File: config.mk
export PLATFORM = sky130hd
export DESIGN_NAME = pipe_ctrl_tracker
export DESIGN_NICKNAME = d
export VERILOG_FILES = /design/src/rtl/pipe_ctrl_tracker.sv
export SDC_FILE = /design/constraint.sdc
export NUM_CORES = 1
export LEC_CHECK = 0
export CAP_MARGIN = 20
export CORE_AREA = 3 3 99 101
export CTS_BUF_LIST = sky130_fd_sc_hd__clkbuf_16
export DETAILED_ROUTE_END_ITERATION = 16
export DIE_AREA = 0 0 102 104
export PLACE_DENSITY = 0.67
export SYNTH_ARGS = -nofsm -noshare
export SYNTH_HDL_FRONTEND = slang
export SYNTH_SLANG_ARGS = --single-unit
File: constraint.sdc
create_clock -name clock -period 3.1 [get_ports clock]
set_clock_uncertainty 0.1 [all_clocks]
set_input_delay 0.465 -clock clock [delete_from_list [all_inputs] [get_ports clock]]
set_output_delay 0.465 -clock clock [all_outputs]
set_load 0.1 [all_outputs]
File: src/rtl/pipe_ctrl_tracker.sv
// pipe_ctrl_tracker
//   Holds the control-path pipeline registers ID/EX, EX/MEM and MEM/WB. Feeds
//   the stage-tagged write/load/destination signals back to the ID hazard and
//   forwarding logic. Also keeps saturating hazard counters and a sticky
//   forwarding-consistency error flag for debug.
//
// Ports
//   clock, reset            : clock; synchronous active-high reset
//   wreg, m2reg, wmem, jal  : ID control bits of the current instruction
//   regrt, rt, rd           : ID destination selection and register fields
//   nostall                 : 0 inserts a bubble into EX (load-use stall)
//   fwda, fwdb              : ID forward selects (00 none, 01 exe_alu, 10 mem_alu, 11 mem_lw)
//   cnt_en, cnt_clr         : counter enable and synchronous clear
//   e*/m*/w* outputs        : EX, MEM and WB stage control registers
//   stall_cnt, fwd_cnt,
//   ldfwd_cnt               : saturating hazard counters
//   fwd_err                 : sticky flag, set on a forward that the pipeline cannot supply
module pipe_ctrl_tracker #(
   parameter int unsigned CNT_W   = 16,
   parameter int unsigned JAL_REG = 31
) (
   input  logic             clock,
   input  logic             reset,
   input  logic             wreg,
   input  logic             m2reg,
   input  logic             wmem,
   input  logic             jal,
   input  logic             regrt,
   input  logic [4:0]       rt,
   input  logic [4:0]       rd,
   input  logic             nostall,
   input  logic [1:0]       fwda,
   input  logic [1:0]       fwdb,
   input  logic             cnt_en,
   input  logic             cnt_clr,
   output logic             ewreg,
   output logic             em2reg,
   output logic             ewmem,
   output logic             ejal,
   output logic [4:0]       ern,
   output logic             mwreg,
   output logic             mm2reg,
   output logic             mwmem,
   output logic [4:0]       mrn,
   output logic             wwreg,
   output logic             wm2reg,
   output logic [4:0]       wrn,
   output logic [CNT_W-1:0] stall_cnt,
   output logic [CNT_W-1:0] fwd_cnt,
   output logic [CNT_W-1:0] ldfwd_cnt,
   output logic             fwd_err
);

   localparam logic [4:0] JalRn = 5'(JAL_REG);

   logic [4:0] dest;
   logic       any_fwd;
   logic       ld_fwd;
   logic       fwd_bad;

   // A selector is inconsistent when the stage it names does not hold a
   // result of the matching kind (ALU result vs. loaded data).
   function automatic logic sel_bad(input logic [1:0] sel,
                                    input logic e_w, input logic e_l,
                                    input logic m_w, input logic m_l);
      logic bad;
      bad = 1'b0;
      unique case (sel)
         2'b01:   bad = !e_w || e_l;
         2'b10:   bad = !m_w || m_l;
         2'b11:   bad = !m_w || !m_l;
         default: bad = 1'b0;
      endcase
      return bad;
   endfunction

   function automatic logic [CNT_W-1:0] sat_inc(input logic [CNT_W-1:0] c);
      return (c == {CNT_W{1'b1}}) ? c : c + CNT_W'(1);
   endfunction

   always_comb begin
      dest    = jal ? JalRn : (regrt ? rt : rd);
      any_fwd = (fwda != 2'b00) || (fwdb != 2'b00);
      ld_fwd  = (fwda == 2'b11) || (fwdb == 2'b11);
      fwd_bad = nostall &&
                (sel_bad(fwda, ewreg, em2reg, mwreg, mm2reg) ||
                 sel_bad(fwdb, ewreg, em2reg, mwreg, mm2reg));
   end

   always_ff @(posedge clock) begin
      if (reset) begin
         ewreg     <= 1'b0;
         em2reg    <= 1'b0;
         ewmem     <= 1'b0;
         ejal      <= 1'b0;
         ern       <= 5'd0;
         mwreg     <= 1'b0;
         mm2reg    <= 1'b0;
         mwmem     <= 1'b0;
         mrn       <= 5'd0;
         wwreg     <= 1'b0;
         wm2reg    <= 1'b0;
         wrn       <= 5'd0;
         stall_cnt <= '0;
         fwd_cnt   <= '0;
         ldfwd_cnt <= '0;
         fwd_err   <= 1'b0;
      end else begin
         // ID/EX: bubble on stall; non-writers carry rn=0 so they never match.
         if (nostall) begin
            ewreg  <= wreg;
            em2reg <= m2reg;
            ewmem  <= wmem;
            ejal   <= jal;
            ern    <= wreg ? dest : 5'd0;
         end else begin
            ewreg  <= 1'b0;
            em2reg <= 1'b0;
            ewmem  <= 1'b0;
            ejal   <= 1'b0;
            ern    <= 5'd0;
         end

         // EX/MEM and MEM/WB drain every cycle, stalled or not.
         mwreg  <= ewreg;
         mm2reg <= em2reg;
         mwmem  <= ewmem;
         mrn    <= ern;
         wwreg  <= mwreg;
         wm2reg <= mm2reg;
         wrn    <= mrn;

         if (cnt_clr) begin
            stall_cnt <= '0;
            fwd_cnt   <= '0;
            ldfwd_cnt <= '0;
         end else if (cnt_en) begin
            if (!nostall)           stall_cnt <= sat_inc(stall_cnt);
            if (nostall && any_fwd) fwd_cnt   <= sat_inc(fwd_cnt);
            if (nostall && ld_fwd)  ldfwd_cnt <= sat_inc(ldfwd_cnt);
         end

         fwd_err <= fwd_err || fwd_bad;
      end
   end

endmodule

# [Yosys cells after proc, flatten, opt, wreduce, memory -nomap -nowiden]
# Cells that the tools add are included.
[word_totals] ff_bits=73 in_bits=24 output_inout_bits=73
[op_classes] n_addsub=3 n_eq_ne=9 mux=4 bitwise_logic=5 n_reduce_logical=21
[ops] op="$add A16 B1 Y16 const B" count=3
[ops] op="$eq A16 B16 Y1 const B" count=3
[ops] op="$mux W5" count=2
[ops] op="$reduce_and A3 Y1" count=3
[ops] op="$eq A2 B2 Y1 const B" count=4
[ops] op="$logic_or A1 B1 Y1" count=7
[ops] op="$pmux W1 S3" count=2
[ops] op="$not A1 Y1" count=5
[ops] op="$eq A2 B1 Y1 const B" count=2
[ops] op="$reduce_bool A2 Y1" count=2
[ops] op="$reduce_or A2 Y1" count=2
[ops] op="$logic_and A1 B1 Y1" count=3
[ops] op="$logic_not A1 Y1" count=3
[ops] op="$reduce_or A3 Y1" count=1

# [Depth between registers and ports, before layout]
[depth] ltp_word=6 mapped_depth=7 depth_no_buf=6

# [Worst setup path before layout]
# OpenSTA, ideal clock, no wires.
[synth_timing] path_type="flip-flop to flip-flop" from="reg fwd_cnt[0]" to="reg fwd_cnt[12]" setup_ns=0.128 arrival_ns=2.457 t_required_ns=2.872 slack_ns=0.416 path_stages_with_launch=7 path_buffers=0 path_cell_list="dfxtp_1 -> ha_1 -> nand3_1 -> or4b_1 -> nor3_1 -> xnor2_1 -> nor2_1"
[synth_via] elab_chain_cells=3 word_cells_on_any_way=4 cone_classes="add/sub: 1; eq/ne: 1; bitwise: 1; reduce/logical: 1"
[synth_rtl] item="from (decl)" line="49" rtl="output logic [CNT_W-1:0] fwd_cnt,"
[synth_rtl] item="from (signal assigned)" line="139" rtl="if (nostall && any_fwd) fwd_cnt <= sat_inc(fwd_cnt);"
[synth_rtl] item="parallel branches: the longest is 3 deep, another holds $add A16 B1 Y16"
# Several ways; the timed one is not identified.
# A chain may end at the register's enable or synchronous reset.

# [Worst setup path after layout]
[layout_timing] from="reg fwd_cnt[0]" to="reg fwd_cnt[3]"
# The elaborated chain is that of the path after synthesis.

==> results.cfg <==
[detailed_routing]
vias_per_cell = 4.89
met3_length_um = 496
top_layer = met4
wl_per_cell_um = 12.5
wl_met2_um = 3190
drc = 0
drtIter0Drc = 65
ant_nets = 0
drt_first_pass_iters = 4
via_count = 2772
m1WireLength_um = 3350
wl_um = 7090

[sta]
fin_crit_ns = 2.40
setup_violations = 0
worst_slew_pin_slew_ns = 0.917
finalHoldViolations = 0
slew_headroom_pct = 38.3
max_clock_freq_mhz = 416
rsz0062_at_grt = false
holdWs_ns = 0.350
fin_crit_sh_pct = 77.5
fin_setup_tns_ns = 0
drv_slew = 0

[clock_network]
cts_tree = built
postCtsSetupBuffers = 0
ctsResizeCount = 0
cts.root.buffer_cell = clkbuf_16
clk_pin_slew_ns = 0.06
cts_buffer_depth = 2
cts_buffers = 9
clock_latency_ns = 0.33
htree_num_levels = 3
ctsHoldBuffers = 0
clock_sinks = 73

[grt]
gr-usage-all-layers_pct = 13.6
grt_pass1_vias = 2571
grt_antenna_before_repair = 0
grt_first_pass_wirelength_um = 11900
grt.overflow.total = 0
grt_start_max_net_pins = 38

[worst_setup_path]
critPathRequiredTime_ns = 3.22
cp_slowest_cell = nor4_1
crit_buf_inv = 1
cp-end-kind = register
critPathLaunch = fwd_cnt[0]
worstPathCellList = ha_1 > nand3_1 > nor4_1 > buf_4 > nor3_1 > xnor2_1 > nor2_1
cpPeakStageDelay_ns = 0.84
critPathLaunchType = register
rr_startpoint = fwd_cnt[0]
crit_family = simple AND/OR/NAND/NOR gates
crit_fanout = 8
crit_type = register to register
critPathArrivalTime_ns = 2.52

[floorplan]
pin_count = 97
core_area_um2 = 9110
die_area_um2 = 10600
initial_core_util_pct = 34.3
die_x_um = 102
chipHeight_um = 104
rows = 35

[pwr]
p_per_area_nw_per_um2 = 488
leakage_nw = 1.58
max-vdd-ir-drop_uv = 274

[layout]
fillers = 881
fin_util_pct = 47.5
nets = 478
final_cell_mix = buf_4, dfxtp_1, nor2_1
multiInputGateArea_um2 = 1600
syn_to_final_growth_pct = 38.6
diodes = 0
final_layout_size_suffix_gt1_share_pct = 22.4
final_common_cell = buf_4
seq_area_um2 = 1460

[placement]
port-buffer-count = 96
place.gp.congestion = 0.796
dp_hpwl_um = 5340

[min_path]
hold_path.class = register to register
min-delay-start = fwd_err

[synthesis]
synth-main-ff-cell = dfxtp_1
synth_edf_count = 0
synthCells = 350
avgSynthCellArea_um2 = 8.93
ys_seq_elements = 73
synth_area_um2 = 3120
yosysSeqAreaShare_pct = 46.8
synth_fp_nets = 377
yosysWarningCount = 0
synthArstFlopShare_pct = 0
yosysUniqueCellTypes = 40

[outcome]
status = completed

[flow_run]
max_cap_viol_count = 0
## worst reg2reg max path, stage by stage, from the launching register on
cell	delay, ns
dfxtp_1	0.42
ha_1	0.19
nand3_1	0.17
nor4_1	0.84
buf_4	0.29
nor3_1	0.07
xnor2_1	0.16
nor2_1	0.05
## registers in the layout, indices dropped and copies added, names as in the netlist, 5 cells and up
name,cells
wrn,5
ern,5
ldfwd_cnt,16
fwd_cnt,16
mrn,5
stall_cnt,16
## kinds of logic after synthesis
family | count (synthesis) | share of synthesized area [%]
AND/OR/NAND/NOR | 190 | 33.4
buffers and inverters | 17 | 2.08
flip-flops | 73 | 46.8
AO/OA/AOI/OAI | 28 | 5.49
XOR/XNOR | 36 | 10.1
multiplexers | 3 | 0.961
adder cells (fa/ha/maj) | 3 | 1.20
## layout make-up
type	count	area share, %
multi-input combinational	260	36.9
sequential	73	33.8
inverter	7	0.607
clock buffer	9	5.20
timing repair buffer	100	19.0
tap	111	3.21
clock inverter	7	1.36
## worst paths after layout
kind                endpoint  slack, ns  cells past startpoint
setup reg to reg  fwd_cnt[3]       0.70                      7
hold reg to reg      fwd_err       0.35                      2
setup / recovery  fwd_cnt[3]       0.70                      7
hold / removal       fwd_err       0.35                      2
## metal layers
layer,vias up,global-route usage [%]
met5,-,0
met4,0,3.56
met3,8,4.29
met2,76,21.0
met1,1260,18.1
li1,1428,-
## where the power goes
| part | internal [mW] | switching (mW) |
|---|---|---|
| registers | 0.949 | 0.00660 |
| logic | 0.0590 | 0.123 |
| clock network | 0.554 | 0.421 |
## per-stage QoR
step	cells	area, um2	setup slack [ns]	total power, mW
final	567	4330	0.699	2.11
after global routing	567	4330	0.455	2.19
after CTS	567	4330	0.679	2.14
after detailed placement	551	4050	0.516	1.16
after global placement	551	4050	0.557	1.16
after floorplan	350	3120	0.416	1.09
## synthesized netlist by cell type (2+ instances only)
library cell / count / area, um2
nor4_2: 2 / 25.0
and3_1: 3 / 18.8
nor2_1: 55 / 206
inv_1: 7 / 26.3
nand2_1: 16 / 60.1
o21ai_0: 8 / 40.0
xnor2_1: 32 / 280
nor3b_1: 6 / 45.0
clkbuf_1: 9 / 33.8
ha_1: 3 / 37.5
or3_1: 3 / 18.8
and2_1: 3 / 18.8
dfxtp_1: 73 / 1460
xor2_1: 4 / 35.0
nor4b_1: 3 / 26.3
a22o_1: 2 / 17.5
nor4_1: 10 / 62.6
a21oi_1: 9 / 45.0
mux2i_1: 3 / 30.0
nand3_1: 18 / 90.1
nand3b_1: 2 / 15.0
nand4_1: 12 / 75.1
nor2b_1: 26 / 163
a211oi_1: 6 / 45.0
nor3_1: 19 / 95.1
nor4b_2: 2 / 30.0
Power figures use the tool's default switching activity.
